<file path="src/rtl/sdram_rr_arb.sv">
`default_nettype none
// ============================================================================
// Module      : sdram_rr_arb
// Description : Two-port round-robin arbiter that sits in front of an sdram32
//               inport. Requests from port A and port B are forwarded to the
//               core one at a time. The port that owns each accepted request
//               is recorded in a small order FIFO, so that every core ack goes
//               back to the port that issued the oldest outstanding request.
// Ports       : ACLK, ARSTN            - clock, asynchronous active-low reset
//               portX_wr_i/rd_i        - X = A or B; request strobes
//               portX_addr_i/write_data_i - request payload
//               portX_accept_o         - request taken this cycle
//               portX_ack_o/error_o/read_data_o - response routed to port X
//               core_*                 - sdram32 inport request and response
// Revision    : 1.0 - initial release
// ============================================================================
module sdram_rr_arb #(
    parameter int MAX_OUTSTANDING = 4
) (
    input  logic        ACLK,
    input  logic        ARSTN,
    input  logic [3:0]  portA_wr_i,
    input  logic        portA_rd_i,
    input  logic [31:0] portA_addr_i,
    input  logic [31:0] portA_write_data_i,
    output logic        portA_accept_o,
    output logic        portA_ack_o,
    output logic        portA_error_o,
    output logic [31:0] portA_read_data_o,
    input  logic [3:0]  portB_wr_i,
    input  logic        portB_rd_i,
    input  logic [31:0] portB_addr_i,
    input  logic [31:0] portB_write_data_i,
    output logic        portB_accept_o,
    output logic        portB_ack_o,
    output logic        portB_error_o,
    output logic [31:0] portB_read_data_o,
    output logic [3:0]  core_wr_o,
    output logic        core_rd_o,
    output logic [31:0] core_addr_o,
    output logic [31:0] core_write_data_o,
    input  logic        core_accept_i,
    input  logic        core_ack_i,
    input  logic        core_error_i,
    input  logic [31:0] core_read_data_i
);

    localparam int PTR_W = (MAX_OUTSTANDING > 1) ? $clog2(MAX_OUTSTANDING) : 1;
    localparam int CNT_W = PTR_W + 1;
    localparam logic [CNT_W-1:0] c_cnt_full = CNT_W'(MAX_OUTSTANDING);
    localparam logic [CNT_W-1:0] c_cnt_one  = CNT_W'(1);
    localparam logic [PTR_W-1:0] c_ptr_one  = PTR_W'(1);

    // Port identifiers as stored in the order FIFO and in last_winner.
    localparam logic c_port_a = 1'b0;
    localparam logic c_port_b = 1'b1;

    typedef enum logic [1:0] {
        IDLE  = 2'd0,
        GNT_A = 2'd1,
        GNT_B = 2'd2
    } state_t;

    state_t                  state_q,       state_d;
    logic                    last_winner_q, last_winner_d;
    logic [MAX_OUTSTANDING-1:0] order_q,    order_d;
    logic [PTR_W-1:0]        wr_ptr_q,      wr_ptr_d;
    logic [PTR_W-1:0]        rd_ptr_q,      rd_ptr_d;
    logic [CNT_W-1:0]        count_q,       count_d;

    logic w_req_a, w_req_b;
    logic w_gnt_a, w_gnt_b;
    logic w_full, w_issue;
    logic w_push, w_pop, w_head;

    assign w_req_a = (|portA_wr_i) | portA_rd_i;
    assign w_req_b = (|portB_wr_i) | portB_rd_i;

    // Grant selection. A locked grant only holds while its requester is still
    // asking, so a misbehaving port that drops its request cannot stall the
    // arbiter forever.
    always_comb begin
        w_gnt_a = 1'b0;
        w_gnt_b = 1'b0;
        case (state_q)
            GNT_A: w_gnt_a = w_req_a;
            GNT_B: w_gnt_b = w_req_b;
            default: begin
                if (w_req_a && w_req_b) begin
                    w_gnt_a = (last_winner_q == c_port_b);
                    w_gnt_b = (last_winner_q == c_port_a);
                end else begin
                    w_gnt_a = w_req_a;
                    w_gnt_b = w_req_b;
                end
            end
        endcase
    end

    // Reset is folded in so that nothing is issued or accepted while ARSTN
    // is low, even though the grant logic itself is purely combinational.
    assign w_full  = (count_q == c_cnt_full);
    assign w_issue = ARSTN & ~w_full;

    always_comb begin
        core_wr_o         = 4'h0;
        core_rd_o         = 1'b0;
        core_addr_o       = portA_addr_i;
        core_write_data_o = portA_write_data_i;
        if (w_gnt_b) begin
            core_addr_o       = portB_addr_i;
            core_write_data_o = portB_write_data_i;
        end
        if (w_issue && w_gnt_a) begin
            core_wr_o = portA_wr_i;
            core_rd_o = portA_rd_i;
        end else if (w_issue && w_gnt_b) begin
            core_wr_o = portB_wr_i;
            core_rd_o = portB_rd_i;
        end
    end

    assign portA_accept_o = core_accept_i & w_issue & w_gnt_a & w_req_a;
    assign portB_accept_o = core_accept_i & w_issue & w_gnt_b & w_req_b;
    assign w_push         = portA_accept_o | portB_accept_o;

    // Acks with nothing outstanding are dropped here.
    assign w_pop  = ARSTN & core_ack_i & (count_q != '0);
    assign w_head = order_q[rd_ptr_q];

    assign portA_ack_o       = w_pop & (w_head == c_port_a);
    assign portB_ack_o       = w_pop & (w_head == c_port_b);
    assign portA_error_o     = portA_ack_o & core_error_i;
    assign portB_error_o     = portB_ack_o & core_error_i;
    assign portA_read_data_o = core_read_data_i;
    assign portB_read_data_o = core_read_data_i;

    always_comb begin
        state_d       = state_q;
        last_winner_d = last_winner_q;
        order_d       = order_q;
        wr_ptr_d      = wr_ptr_q;
        rd_ptr_d      = rd_ptr_q;
        count_d       = count_q;

        if (w_push) begin
            state_d       = IDLE;
            last_winner_d = portB_accept_o ? c_port_b : c_port_a;
            order_d[wr_ptr_q] = portB_accept_o ? c_port_b : c_port_a;
            wr_ptr_d      = wr_ptr_q + c_ptr_one;
        end else if (w_gnt_a) begin
            state_d = GNT_A;
        end else if (w_gnt_b) begin
            state_d = GNT_B;
        end else begin
            state_d = IDLE;
        end

        if (w_pop) begin
            rd_ptr_d = rd_ptr_q + c_ptr_one;
        end

        case ({w_push, w_pop})
            2'b10:   count_d = count_q + c_cnt_one;
            2'b01:   count_d = count_q - c_cnt_one;
            default: count_d = count_q;
        endcase
    end

    always_ff @(posedge ACLK or negedge ARSTN) begin
        if (!ARSTN) begin
            state_q       <= IDLE;
            last_winner_q <= c_port_b;
            order_q       <= '0;
            wr_ptr_q      <= '0;
            rd_ptr_q      <= '0;
            count_q       <= '0;
        end else begin
            state_q       <= state_d;
            last_winner_q <= last_winner_d;
            order_q       <= order_d;
            wr_ptr_q      <= wr_ptr_d;
            rd_ptr_q      <= rd_ptr_d;
            count_q       <= count_d;
        end
    end

endmodule
`default_nettype wire
</file>
<file path="config.mk">
export PLATFORM = sky130hd
export DESIGN_NAME = sdram_rr_arb
export DESIGN_NICKNAME = d
export VERILOG_FILES = /design/src/rtl/sdram_rr_arb.sv
export SDC_FILE = /design/constraint.sdc
export NUM_CORES = 1
export LEC_CHECK = 0
export ABC_AREA = 1
export CAP_MARGIN = 20
export CORE_AREA = 2 2 120 122
export CTS_CLUSTER_DIAMETER = 200
export DETAILED_ROUTE_END_ITERATION = 10
export DIE_AREA = 0 0 122 124
export PLACE_DENSITY = 0.69
export SYNTH_ARGS = -nofsm -noshare
export SYNTH_HDL_FRONTEND = slang
export SYNTH_SLANG_ARGS = --single-unit
</file>
<file path="constraint.sdc">
create_clock -name ACLK -period 6.4 [get_ports ACLK]
set_clock_uncertainty 0.15 [all_clocks]
set_input_delay 1.28 -clock ACLK [delete_from_list [all_inputs] [get_ports ACLK]]
set_output_delay 1.28 -clock ACLK [all_outputs]
set_load 0.005 [all_outputs]
</file>
* Word level (Yosys, flattened, before mapping)
Cells that the tools add are included.
** Storage, ports and cells
- Logic and storage cells :: 64
- Flip-flop bits (word level) :: 14
- Output and inout port bits :: 139
** Operators by class
- Magnitude comparators :: 3
- Reduce and logical (&&, ||, !) cells :: 8
- Add/subtract/negate cells :: 4
- Bitwise operators :: 18
- Equal/unequal tests :: 5
- Multiplexer cells :: 20
** Operator list (count)
- 32-bit 2-to-1 mux :: 2
- 1-bit bitwise AND :: 12
- 4-bit 2-to-1 mux :: 2
- 4-bit OR reduction :: 2
- 1-bit 2-to-1 mux :: 7
- 2-bit by 3-bit < comparator with 1-bit output, second input constant :: 2
- 2-bit 2-to-1 mux :: 3
- 3-bit case mux with 2 select lines :: 1
- 2-bit by 1-bit adder with 2-bit output, second input constant :: 2
- 4-bit bitwise mux :: 1
- 2-bit by 1-bit == test with 1-bit output, second input constant :: 2
- 2-bit == test, second input constant :: 2
- 1-bit logical AND :: 4
- 1-bit case mux with 2 select lines :: 2
- 3-bit by 1-bit adder with 3-bit output, second input constant :: 1
- 3-bit == test, second input constant :: 1
- 1-bit inverter :: 3
- 1-bit bitwise OR :: 3
- 3-bit nonzero test :: 1
- 3-bit by 1-bit subtractor with 3-bit output, second input constant :: 1
- 1-bit binary-select mux with 2-bit select :: 1
- 1-bit demux with 2-bit select :: 1
- 2-bit by 1-bit >= comparator with 1-bit output, second input constant :: 1
- 2-bit nonzero test :: 1

* Longest topological paths before layout
- Depth in word-level cells :: 10
- Mapped depth :: 14

* Worst setup path after synthesis
No wires, ideal clock.
- Path type :: input to output
- From :: in portA_wr_i[3]
- To :: out core_addr_o[10]
- Required time :: 4.970 ns
- Data arrival time :: 2.065 ns
- Buffers on the path :: 2
- Cell stages on the path :: 8
- Setup slack :: 2.905 ns
- Path through :: nor2_1 -> nand3b_1 -> nand2_2 -> nand2_4 -> buf_6 -> buf_6 -> nand2_1 -> nand2_1
** On the way
- Cells in the longest elaborated chain, start to end :: 6
** Ends and longest elaborated chain
- start: declaration :: line 22 : input logic [3:0] portA_wr_i,
- 4-bit OR reduction :: line 76 : assign w_req_a = (|portA_wr_i) | portA_rd_i;
- 1-bit bitwise OR :: line 76
- 1-bit logical AND :: line 89 : if (w_req_a && w_req_b) begin
- 1-bit 2-to-1 mux :: line 89
- 1-bit case mux with 2 select lines :: line 85 : case (state_q)
- 32-bit 2-to-1 mux :: line 110 : if (w_gnt_b) begin
- end: declaration :: line 40 : output logic [31:0] core_addr_o,
Every way passes these cells.

* Worst setup path after layout
- From :: in portB_rd_i
- To :: out core_addr_o[27]
** On the way
- Cells in the longest elaborated chain, start to end :: 5
** Ends and longest elaborated chain
- start: declaration :: line 31 : input logic portB_rd_i,
- 1-bit bitwise OR * :: line 77 : assign w_req_b = (|portB_wr_i) | portB_rd_i;
- 1-bit logical AND :: line 89
- 1-bit 2-to-1 mux :: line 89
- 1-bit case mux with 2 select lines * :: line 85
- 32-bit 2-to-1 mux * :: line 110
Every way passes the cells marked *; elsewhere a longest branch is shown, timed or not.

==> summary.md <==
| Metric | Value |
|---|---|
| Ranking of synthesized cells by area | `nand2_1 37%, buf_4 21%, dfrtp_1 14%` |
| Reg2reg path depth | `14` |
| Nets | `732` |
| Worst hold path type | `reg2reg` |
| Routed Antenna Nets | `0` |
| Share of layout cells above drive strength 1 | `between 2 and 3%` |
| CTS root buffer | `clkbuf_16` |
| Hold Path End | `order_q[3]` |
| Mapped Area | `approximately 2300 µm²` |
| RD Place Congestion | `~0.8` |
| CTS buffer count | `3` |
| Comb power frac | `85.1%` |
| Initial DRT Pass Iterations | `4` |
| Maximum clock insertion buffer count | `2` |
| Clk_lat worst skew | `around 0.24 ns` |
| CTS resizes | `0` |
| Syn Inst Count | `403` |
| Share of Yosys cell area claimed by the top area cell type | `between 30% and 40%` |
| Die height | `between 100 and 150 µm` |
| Synth top cells by count | `225 x nand2_1, 64 x buf_4, 21 x inv_1, 13 x dfrtp_1, 12 x nor2_1` |
| GRT Total Usage | `10.3%` |
| Max Slew Vio Count | `0` |
| Setup crit end kind | `output port` |
| Worst slew pin tran | `0.729 ns` |
| Ys flop type | `dfrtp_1` |
| Clock Power Share | `6.5%` |
| Initial antenna violation count | `0` |
| Min Tclk post-route | `4.92 ns` |
| Setup Viol. Count Final | `0` |
| Sw Ratio | `44.0%` |
| EDFF count, synth | `0` |
| Width of the die | `122 µm` |
| Port Buffers | `217` |
| Ports | `314` |
| Clock sink count | `14` |
| First-pass GRT wire length | `~12000 µm` |
| DP Wirelength | `7830 µm` |
| Worst Path Arrival | `3.49 ns` |
| Crit path required time | `~5.0 ns` |
| CTS H-Tree Depth | `1` |
| Ordered list of cells on the worst path | `clkdlybuf4s50_1, nor2_1, nand3_1, nand2_1, inv_2, nand2_4, buf_4, nand2_1, nand2_1, clkdlybuf4s50_1` |
| Vias in the first global route | `2424` |
| Area added between synthesis and finish | `83.5%` |
| Post-CTS Setup Bufs | `0` |
| Reg-to-Reg End | `count_q[2]` |
| Syn_nets | `586` |
| Power density over cell area | `479 nW/µm²` |
| Drt via density | `3.85` |
| Pin count of the biggest net entering global routing | `66` |
| Peak VDD IR | `878 µV` |
| Status | `finished clean` |
| Setup_tns | `0 ns` |
| CTS tree | `done` |
| Switch Pwr | `around 890 µW` |
| Async set-reset flop share out of synthesis | `between 90% and 100%` |
| Unrepaired setup endpoints after global routing | `false` |
| DRC viols | `0` |
| Most common cell in the synthesized netlist | `nand2_1` |
| Worst-path maximum fanout | `65` |
| Area after DPL | `between 4000 and 5000 µm²` |
| Area occupied by multi-input gates | `1260 µm²` |
| Syn. warnings | `0` |
| Iteration-0 DRC Markers | `52` |
| Final period utilization | `a little under 80%` |
| Internal power | `1130 µW` |
| Reg2reg start | `state_q[0]` |
| Placed insts | `724` |
| Finished Cell Area | `4200 µm²` |
| CP Launch Type | `primary input` |
| Fill cells | `1505` |
| Sequential cell area | `352 µm²` |
| Die area | `~15000 µm²` |
| Register bit total from synthesis | `14` |
| CP most frequent cell | `nand2_1` |
| Hold Crit Depth | `2` |
| Synth unique cells | `27` |
| Slowest CP cell | `buf_4` |
| Max Fclk | `203 MHz` |
| Mean Syn Cell Area | `5.68 µm²` |
| Max Cap Viol | `0` |
| Sequential share of power | `under 10%` |
| Starting Density | `about 17%` |
| Worst hold start | `order_q[3]` |
| Max incr delay on CP | `~0.52 ns` |
| Slew HR | `51.4%` |
| R2R setup slack | `about 3.7 ns` |
| Lkg Pwr | `0.00200 µW` |
| Grt ovf | `0` |
| Via count | `about 2800` |
| Post-synth top area cell | `nand2_1` |
| Final cell count without fillers | `around 730` |
| Post-Route WL | `between 9000 and 10000 µm` |
| Register clock-pin slew on the reported worst setup and hold paths | `0.04 ns` |
| Seq/Total Area, Yosys | `15.3%` |
| Antenna diodes | `0` |
| CP Class | `in2out` |
| Min Hold Slack | `0.318 ns` |
| CTS hold repair buffers | `0` |
| Core area | `around 14000 µm²` |
| Row count | `43` |
| Fin. Hold Viols | `0` |
| Per-cell routed wire length | `12.9 µm` |
==> cell families (layout without fill, tap and decap cells) <==
family                   after synthesis  count (layout)  synth area share, %
AND/OR/NAND/NOR                      266             266                 46.9
buffers and inverters                102             247                 29.7
flip-flops                            14              14                 15.3
AO/OA/AOI/OAI                         10              10                 2.18
adder cells (fa/ha/maj)                8               8                 4.70
XOR/XNOR                               3               3                 1.15
==> metrics by stage <==
step | util (%) | total power [µW] | setup WS (ns)
after floorplan | - | 1060 | 2.91
final | 30.6 | 2010 | 1.48
after global placement | 30.0 | 1900 | 1.48
after CTS | 30.6 | 2050 | 1.43
after global routing | 30.6 | 2210 | 1.32
after detailed placement | 30.0 | 1910 | 1.44
==> power groups by stage <==
stage	Clock (µW)	Sequential, µW	Combinational, µW
3_3_place_gp	0	169	1730
3_5_place_dp	0	171	1740
4_1_cts	132	170	1750
6_report	130	169	1710
2_1_floorplan	0	161	898
5_1_grt	136	176	1890
==> state kept, by name (all words and copies together), names as in the netlist <==
name / count
order_q: 4
last_winner_q: 1
rd_ptr_q: 2
wr_ptr_q: 2
count_q: 3
state_q: 2
==> critical path, delay by kind of cell <==
family	cells	cell delay [ns]
buffers and inverters	4	1.52
AND/OR/NAND/NOR	6	0.62
==> layout by cell type, fill, tap and decap left out <==
master	n
ha_1	7
nand2_1	225
or2_2	1
clkdlybuf4s50_1	217
fa_1	1
inv_1	21
nand4_1	9
nand2_4	1
clkinv_1	1
nand3b_1	1
clkbuf_8	1
inv_4	1
or2_1	1
a21oi_1	3
clkbuf_16	3
nor2_1	12
nand3_2	2
o21ai_0	7
xor2_1	2
buf_4	2
dfstp_2	1
inv_2	1
nor3_1	2
nor2_4	1
xnor2_1	1
nand3_1	10
dfrtp_1	13
nand2_2	1
==> worst max path at each step <==
stage	from	end	slack (ns)	cells past startpoint
final	portB_rd_i	core_addr_o[27]	1.48	10
after global routing	portB_wr_i[0]	core_addr_o[17]	1.32	10
after CTS	portB_rd_i	core_addr_o[8]	1.43	10
after detailed placement	portB_rd_i	core_addr_o[8]	1.44	10
after global placement	portB_rd_i	core_addr_o[7]	1.48	10
after floorplan	portA_wr_i[3]	core_addr_o[10]	2.91	8
==> per-layer routing <==
layer,wire length [µm],global-route usage [%],vias to the layer above
met2,4820,19.2,163
met5,0,0,-
met4,52,2.08,0
met3,1070,3.71,5
met1,3440,11.1,1188
li1,-,-,1448
==> cell type report <==
type / instances / area share [%]
multi-input cells: 287 / 29.9
repair buffers: 219 / 52.0
clock buffers: 4 / 2.11
inverters: 24 / 2.20
well taps: 180 / 5.36
flip-flops and latches: 14 / 8.36
No activity file was read; power rests on OpenSTA's default activity.
